==> src/rtl/mux_scan_sequencer.sv <==
// mux_scan_sequencer
//
// Upstream controller for a 16-to-1 multiplexer. On a start request it
// enables the mux and sweeps the select through 0..15. It holds each select
// value for SETTLE_CYCLES cycles and then spends one SAMPLE cycle
// registering the returned mux output into the matching bit of a shadow
// word. After the last select value the complete word is transferred to
// capture, and done pulses for one cycle.
//
// Ports:
//   clk      in   1   rising-edge clock
//   rst      in   1   asynchronous active-high reset
//   start    in   1   scan request, honoured only while idle
//   abort    in   1   synchronous scan cancel (no done, capture unchanged)
//   y_in     in   1   mux output Y, sampled in the SAMPLE state
//   sel      out  4   mux select S
//   en_n     out  1   mux active-low enable E_N
//   busy     out  1   high while a scan is in progress
//   done     out  1   one-cycle pulse when capture is updated
//   capture  out  16  last completed scan; bit i = Y seen with sel=i
//
// Every output comes straight from a flop, so no input reaches an output
// through combinational logic.
module mux_scan_sequencer #(
  parameter int unsigned SETTLE_CYCLES = 2
) (
  input  logic        clk,
  input  logic        rst,
  input  logic        start,
  input  logic        abort,
  input  logic        y_in,
  output logic [3:0]  sel,
  output logic        en_n,
  output logic        busy,
  output logic        done,
  output logic [15:0] capture
);

  // The settle counter is 8 bits wide, and a zero settle time has no
  // meaning, so reject any value outside 1..255 during elaboration.
  generate
    if (SETTLE_CYCLES < 1 || SETTLE_CYCLES > 255) begin : g_bad_settle
      $error("mux_scan_sequencer: SETTLE_CYCLES must be in 1..255");
    end
  endgenerate

  localparam logic [7:0] LAST_CNT = 8'(SETTLE_CYCLES - 1);

  typedef enum logic [1:0] {
    IDLE   = 2'd0,
    SETTLE = 2'd1,
    SAMPLE = 2'd2
  } state_t;

  state_t      state_q;
  logic [7:0]  cnt_q;
  // Only bits 0..14 are stored here. Bit 15 goes straight from y_in into
  // capture on the closing edge.
  logic [14:0] shadow_q;
  logic [3:0]  sel_q;
  logic        en_n_q;
  logic        busy_q;
  logic        done_q;
  logic [15:0] capture_q;

  always_ff @(posedge clk or posedge rst) begin
    if (rst) begin
      state_q   <= IDLE;
      cnt_q     <= 8'd0;
      shadow_q  <= 15'd0;
      sel_q     <= 4'd0;
      en_n_q    <= 1'b1;
      busy_q    <= 1'b0;
      done_q    <= 1'b0;
      capture_q <= 16'h0000;
    end else begin
      // done is a single-cycle pulse. It is cleared by default on every edge.
      done_q <= 1'b0;
      case (state_q)
        IDLE: begin
          // When start and abort arrive together, abort wins, so the
          // start request is dropped.
          if (start && !abort) begin
            state_q  <= SETTLE;
            sel_q    <= 4'd0;
            en_n_q   <= 1'b0;
            busy_q   <= 1'b1;
            cnt_q    <= 8'd0;
            shadow_q <= 15'd0;
          end
        end

        SETTLE: begin
          if (abort) begin
            state_q <= IDLE;
            sel_q   <= 4'd0;
            en_n_q  <= 1'b1;
            busy_q  <= 1'b0;
            cnt_q   <= 8'd0;
          end else if (cnt_q == LAST_CNT) begin
            state_q <= SAMPLE;
            cnt_q   <= 8'd0;
          end else begin
            cnt_q <= cnt_q + 8'd1;
          end
        end

        SAMPLE: begin
          // abort takes priority even over the final completing sample.
          if (abort) begin
            state_q <= IDLE;
            sel_q   <= 4'd0;
            en_n_q  <= 1'b1;
            busy_q  <= 1'b0;
            cnt_q   <= 8'd0;
          end else if (sel_q != 4'd15) begin
            shadow_q[sel_q] <= y_in;
            sel_q           <= sel_q + 4'd1;
            state_q         <= SETTLE;
          end else begin
            capture_q <= {y_in, shadow_q};
            done_q    <= 1'b1;
            busy_q    <= 1'b0;
            en_n_q    <= 1'b1;
            sel_q     <= 4'd0;
            state_q   <= IDLE;
          end
        end

        default: begin
          state_q <= IDLE;
          sel_q   <= 4'd0;
          en_n_q  <= 1'b1;
          busy_q  <= 1'b0;
          cnt_q   <= 8'd0;
        end
      endcase
    end
  end

  assign sel     = sel_q;
  assign en_n    = en_n_q;
  assign busy    = busy_q;
  assign done    = done_q;
  assign capture = capture_q;

endmodule
==> config.mk <==
export PLATFORM = sky130hd
export DESIGN_NAME = mux_scan_sequencer
export DESIGN_NICKNAME = d
export VERILOG_FILES = /design/src/rtl/mux_scan_sequencer.sv
export SDC_FILE = /design/constraint.sdc
export NUM_CORES = 1
export LEC_CHECK = 0
export BUFFER_PORTS_ARGS = -buffer_cell sky130_fd_sc_hd__buf_2
export CAP_MARGIN = 5
export CORE_AREA = 5 5 78 80
export CTS_CLUSTER_DIAMETER = 150
export CTS_CLUSTER_SIZE = 24
export DETAILED_ROUTE_END_ITERATION = 6
export DIE_AREA = 0 0 83 85
export GPL_TIMING_DRIVEN = 1
export PLACE_DENSITY_LB_ADDON = 0.15
export SETUP_SLACK_MARGIN = 0.02
export SLEW_MARGIN = 20
export SYNTH_ARGS = -nofsm -noshare
export SYNTH_HDL_FRONTEND = slang
export SYNTH_SLANG_ARGS = --single-unit
==> constraint.sdc <==
create_clock -name clk -period 2.2 [get_ports clk]
set_input_delay 0.22 -clock clk [delete_from_list [all_inputs] [get_ports clk]]
set_output_delay 0.22 -clock clk [all_outputs]
set_load 0.05 [all_outputs]
After elaboration in Yosys (flattened, before gate mapping)
Index checks and enable logic that the tools add are counted.
W data, S select, Z words.
- flip-flop bits (word level): 48
- bits of input ports: 5
- $add $sub $neg: 2
- $lt $le $gt $ge: 2
- eq/ne operators: 11
- multiplexer cells: 36
- bitwise operators: 2
- reductions and logical operators: 11
- operator list (cell ; count):
    $mux W15 ; 3
    $mux W8 ; 4
    $pmux W15 S2 ; 1
    $pmux W8 S3 ; 1
    $mux W4 ; 4
    $bwmux W15 ; 1
    $mux W1 ; 14
    $pmux W4 S3 ; 1
    $ne A2 B2 Y1 const B ; 5
    $add A8 B1 Y8 const B ; 1
    $eq A8 B1 Y1 const B ; 1
    $mux W2 ; 3
    $ne A3 B3 Y1 const B ; 2
    $pmux W1 S3 ; 2
    $pmux W2 S3 ; 1
    $reduce_and A2 Y1 ; 3
    $reduce_and A3 Y1 ; 2
    $lt A4 B5 Y1 const B ; 1
    $add A4 B1 Y4 const B ; 1
    $demux W1 S4 ; 1
    $ge A4 B1 Y1 const B ; 1
    $ne A4 B4 Y1 const B ; 1
    $reduce_and A4 Y1 ; 1
    $eq A2 B1 Y1 const B ; 1
    other kinds (6) ; 8

Depth between registers and ports, before layout
Gate-level depths: netlist (run 1).
- depth after elaboration: 8
- depth in mapped cells: 7
- mapped depth without buffers: 6

Worst setup path before layout (run 1)
Ideal clock, no wire load.
- kind: register to register
- from: reg sel_q[1], in the netlist sel[1]
- to: reg capture_q[0], in the netlist capture[0]
- arrival time: 2.133 ns
- setup slack: -0.061 ns
- cell stages (with the launch flop): 8
- cells stage by stage: dfrtp_1 -> ha_1 -> clkbuf_1 -> nand3_1 -> nand2b_1 -> clkbuf_1 -> buf_2 -> mux2_1
- longest elaborated chain between the ends: 3
- RTL lines (item ; RTL line ; source):
    start: declaration ; 60 ; logic [3:0] sel_q;
    start signal: assignment ; 118 ; sel_q <= sel_q + 4'd1;
    $ne A4 B4 Y1 ; 116 ; end else if (sel_q != 4'd15) begin
    $not A1 Y1 (no line) ; - ;
    $reduce_and A3 Y1 (no line) ; - ;
    end signal: assignment ; 121 ; capture_q <= {y_in, shadow_q};
    end: declaration ; 64 ; logic [15:0] capture_q;
No other way between the ends.
A chain may end at the register's enable or synchronous reset.

Final worst setup path (run 1)
- from: reg sel_q[0], in the netlist sel[0]
- to: reg capture_q[8], in the netlist capture[8]
The elaborated chain is that of the path after synthesis.

==> results of run 1 <==
## Yosys cell counts (2+ instances only)
| cell type | count | area, µm² |
|---|---|---|
| ha_1 | 6 | 75.1 |
| buf_6 | 2 | 22.5 |
| buf_2 | 2 | 10.0 |
| xnor2_1 | 7 | 61.3 |
| o21ai_0 | 31 | 155 |
| nor2_1 | 17 | 63.8 |
| dfrtp_1 | 47 | 1180 |
| nand2b_1 | 4 | 25.0 |
| nor2b_1 | 2 | 12.5 |
| nand2_1 | 10 | 37.5 |
| clkbuf_1 | 7 | 26.3 |
| nand4_1 | 2 | 12.5 |
| mux2_1 | 9 | 101 |
| mux2_2 | 7 | 78.8 |
| a31oi_1 | 5 | 31.3 |
| nand3_1 | 8 | 40.0 |
| inv_1 | 10 | 37.5 |
| nor3_1 | 2 | 10.0 |
| a211oi_1 | 2 | 15.0 |
| a21oi_1 | 18 | 90.1 |
| o211ai_1 | 2 | 15.0 |
## metrics by stage
stage               total power, mW  setup WS, ps  instances  cell area (µm²)  hold WS, ps
floorplan                      1.21          89.6        219             2280          352
global placement               1.29           475        314             2510          276
detailed placement             1.29           401        314             2510          280
CTS                            1.92           384        323             2630          214
global route                   2.00           258        323             2630          211
finish                         1.90           397        323             2630          232
## worst max path at each step
stage	start	end	slack, ps	cells past startpoint
after floorplan	sel[0]	capture[0]	90	7
after global placement	abort	cnt_q[6]	480	5
after detailed placement	sel[0]	capture[8]	400	5
after CTS	sel[0]	capture[8]	380	5
after global routing	sel[0]	capture[0]	260	5
final	sel[0]	capture[8]	400	5
## worst max-delay path, stage by stage, from the launching register on
cell      delay [ps]
dfrtp_2          460
ha_1             310
nand3_1          130
nand2b_1         170
buf_4            260
mux2_2           360
## registers in the layout (all words and copies together), names as in the netlist
signal    cells
done          1
busy          1
shadow_q     15
state_q       2
capture      16
en_n          1
cnt_q         8
sel           4
## where the power goes
group / total, mW / internal [mW] / switching (mW) / leakage [nW]
clock network: 0.621 / 0.336 / 0.284 / 0.0541
registers: 0.975 / 0.927 / 0.0478 / 0.659
logic: 0.300 / 0.0863 / 0.214 / 0.544
## area by class of cell
cell class / instances / share of cell area, %
well taps: 72 / 3.42
multi-input cells: 149 / 36.9
flip-flops and latches: 48 / 45.7
repair buffers: 36 / 8.27
clock buffers: 5 / 2.61
clock inverters: 3 / 1.62
inverters: 10 / 1.43
## layer usage
metal	share of wire (%)	vias up	wire length, µm
met4	1.0	0	46
met2	47	30	2150
met5	0	-	0
li1	-	840	-
met3	3.2	5	146
met1	49	794	2240
## cells by family after synthesis
group	count (synthesis)	share of synthesized area (%)
adder cells (fa/ha/maj)	6	3.30
buffers and inverters	22	4.40
multiplexers	16	7.92
XOR/XNOR	7	2.70
flip-flops	48	52.9
AND/OR/NAND/NOR	53	11.2
AO/OA/AOI/OAI	67	17.6
==> out/metrics.yaml, run 1 <==
status:
  status: "finished clean"
drt:
  ant_nets: 0
  drt-pass1-iter-count: 4
  first_iter_violations: 51
  post_drt_wl_per_cell_um: 14.2
  wl_um: 4580
  drc: 0
  vias: 1669
  vias_per_cell: 5.17
place:
  port_buffers: 27
  dp_hpwl_um: 3310
  gp_congestion: 0.853
critical_path:
  r2r-start: "sel[0]"
  r2r-end: "capture[8]"
  start_kind: "register"
  end_kind: "register"
  cp.arrival_ps: 1980
  worstSetupPathType: "reg -> reg"
  required_ps: 2380
  crit_path_max_fanout: 16
  rr_worst_depth: 5
  reg2reg_slack_ps: 400
logic_synthesis:
  yosysSeqAreaShare_pct: 52.9
  syn-num-nets: 230
  yosysUniqueCellTypes: 40
  synthCells: 219
  ys_ff_latch: 48
  synth_area_um2: 2270
  async_reset_ff_share_pct: 100
  synth_area_per_cell_um2: 10.4
  synth_warnings: 0
  synth_ff_type: "dfrtp_1"
  synth_edf_count: 0
clock_network:
  post_cts_buffers: 0
  cts.sinks: 48
  cts_inserted_buffers: 5
  worstSkewPairLatency_ps: 290
  htreeDepth: 2
  cts_tree: "done"
  cts_resized: 0
  cts_buffer_depth: 2
  clock-root-buffer: "clkbuf_8"
  clk_pin_slew_ps: 90
  cts_hold_buf: 1
sta:
  finalCriticalPeriod_ps: 1800
  max_slew_margin_pct: 71.9
  maxSlewViolCount: 0
  tightest_slew_ps: 421
  final-setup-viol-count: 0
  clock.fmax_ghz: 0.555
  finalHoldViolations: 0
  rsz0062_at_grt: "no"
  tns_ps: 0
  min_period_over_period_pct: 81.9
  skew_ps: 2.57
grt:
  use_met2_pct: 22.4
  use_met3_pct: 3.40
  first_global_vias: 1684
  antenna_found_initial: 0
  grt_use_met1_pct: 18.9
  grt_util_all_layers_pct: 14.0
  grt_max_degree: 49
  grt.busiest_layer: "met2"
  grt_overflow_total: 0
  grt_pass1_wl_um: 8140
finish:
  fill_cells: 529
  area.growth.synth_to_final_pct: 15.8
  drive_gt1_share_pct: 23.5
  mostFrequentLayoutCell: "dfrtp_1"
  final_cell_mix: "45 x dfrtp_1, 31 x o21ai_0, 27 x buf_2"
  multiInputGateArea_um2: 972
  fin_nets: 261
  n_antenna_cell: 0
  post-route-util_pct: 49.3
  regArea_um2: 1200
floorplan:
  dieArea_um2: 7060
  start_util_pct: 42.6
  io_pins: 28
  fp-row-count: 27
  core_um2: 5340
  fp.dieH_um: 85
  die_w_um: 83
hold_path:
  holdPathStages: 2
  hold_class: "in -> reg"
  hold_path_end: "capture[15]"
  min_from: "y_in"
power_and_ir_drop:
  leakage_nw: 1.26
  irDropWorstVdd_mv: 0.800
  power_density_nw_per_um2: 720
run:
  max_cap_viol_count: 0
No activity file was read; power rests on OpenSTA's default activity.
==> run 2: changes to the inputs <==
- clock period: 2.2 -> 1.8 ns (I/O delays scaled with it)
==> out/metrics.yaml, run 2 (same netlist as run 1, synthesis figures left out) <==
finish:
  post-route-util_pct: 50.0
  final_cell_mix: "43 x dfrtp_1, 31 x o21ai_0, 27 x buf_2"
  fill_cells: 544
  mostFrequentLayoutCell: "dfrtp_1"
  n_antenna_cell: 0
  fin_nets: 264
  multiInputGateArea_um2: 1010
  largest_register_ffs: 16
  regArea_um2: 1210
  drive_gt1_share_pct: 26.4
  area.growth.synth_to_final_pct: 17.3
clock_network:
  post_cts_buffers: 0
  htreeDepth: 2
  cts_inserted_buffers: 5
  clock-root-buffer: "clkbuf_8"
  clk_pin_slew_ps: 90
  cts.sinks: 48
  worstSkewPairLatency_ps: 300
  cts_buffer_depth: 2
  cts_tree: "done"
sta:
  rsz0062_at_grt: "no"
  finalCriticalPeriod_ps: 1630
  tns_ps: 0
  tightest_slew_ps: 618
  min_period_over_period_pct: 90.6
  max_slew_margin_pct: 58.8
  maxSlewViolCount: 0
  clock.fmax_ghz: 0.613
  skew_ps: 6.16
  finalHoldViolations: 0
  final-setup-viol-count: 0
place:
  dp_hpwl_um: 3410
  port_buffers: 27
  gp_congestion: 0.773
drt:
  drt-pass1-iter-count: 4
  vias: 1662
  ant_nets: 0
  wl_um: 4690
  vias_per_cell: 5.10
  first_iter_violations: 118
  post_drt_wl_per_cell_um: 14.4
  drc: 0
grt:
  grt_overflow_total: 0
  antenna_found_initial: 0
  grt_pass1_wl_um: 8220
  grt_util_all_layers_pct: 14.2
  grt_max_degree: 21
  first_global_vias: 1690
floorplan:
  io_pins: 28
  core_um2: 5340
  die_w_um: 83
  fp.dieH_um: 85
  start_util_pct: 42.6
  fp-row-count: 27
  dieArea_um2: 7060
critical_path:
  crit_path_max_fanout: 10
  r2r-start: "state_q[1]"
  start_kind: "register"
  worstSetupPathType: "reg -> reg"
  critPathLaunch: "state_q[1]"
  required_ps: 2040
  cp.arrival_ps: 1870
  end_kind: "register"
power_and_ir_drop:
  power_density_nw_per_um2: 840
  leakage_nw: 1.26
  finalPower_mw: 2.24
  irDropWorstVdd_mv: 0.633
hold_path:
  hold_class: "in -> reg"
  min_from: "y_in"
status:
  status: "finished clean"
run:
  max_cap_viol_count: 0
==> run 2: cell type report <==
type                    count  share of cell area, %
repair buffers             39                   8.53
well taps                  72                   3.38
clock buffers               7                   3.23
flip-flops and latches     48                   45.2
clock inverters             1                  0.281
inverters                  10                   1.41
multi-input cells         149                   37.9
==> run 2: what timing repair did <==
item / in CTS / in global routing
endpoints found under the setup margin: 0 / 2
hold buffers: 1 / 0
resized for setup: 0 / 1
hold endpoints to repair: 17 / 0
==> run 2: path summary, 6_finish.rpt <==
| check | end | slack [ps] | cells past startpoint |
|---|---|---|---|
| max | cnt_q[3] | 170 | 5 |
| min | capture[15] | 160 | 2 |
| max reg2reg | cnt_q[3] | 170 | 5 |
| min reg2reg | capture[5] | 490 | 1 |
| max in group asynchronous | shadow_q[14] | 820 | 4 |
| min in group asynchronous | state_q[1] | 410 | 3 |
==> run 2: per-layer routing <==
layer / GRT usage, % / part of all wire [%]
met1: 18.7 / 47
met2: 23.0 / 47
met3: 3.50 / 3.9
met4: 4.90 / 1.5
met5: 0 / 0
==> run 2: stage by stage <==
step,instances,instance area (µm²),setup WS [ps],hold WS [ps]
2_1_floorplan,219,2340,-3.31,312
3_3_place_gp,317,2560,147,205
3_5_place_dp,317,2560,106,208
4_1_cts,326,2660,96.1,143
5_1_grt,326,2670,60.9,157
6_report,326,2670,169,159
==> run 2: critical path, stage by stage (launching register included) <==
cell	delay, ps
dfrtp_1	380
buf_4	170
a21oi_1	500
and2_1	310
a31oi_4	80
nor2_1	140
==> run 2: report_power, final <==
part	switching [mW]	internal (mW)
Combinational	0.276	0.114
Sequential	0.0518	1.13
Clock	0.354	0.312
Total	0.682	1.56
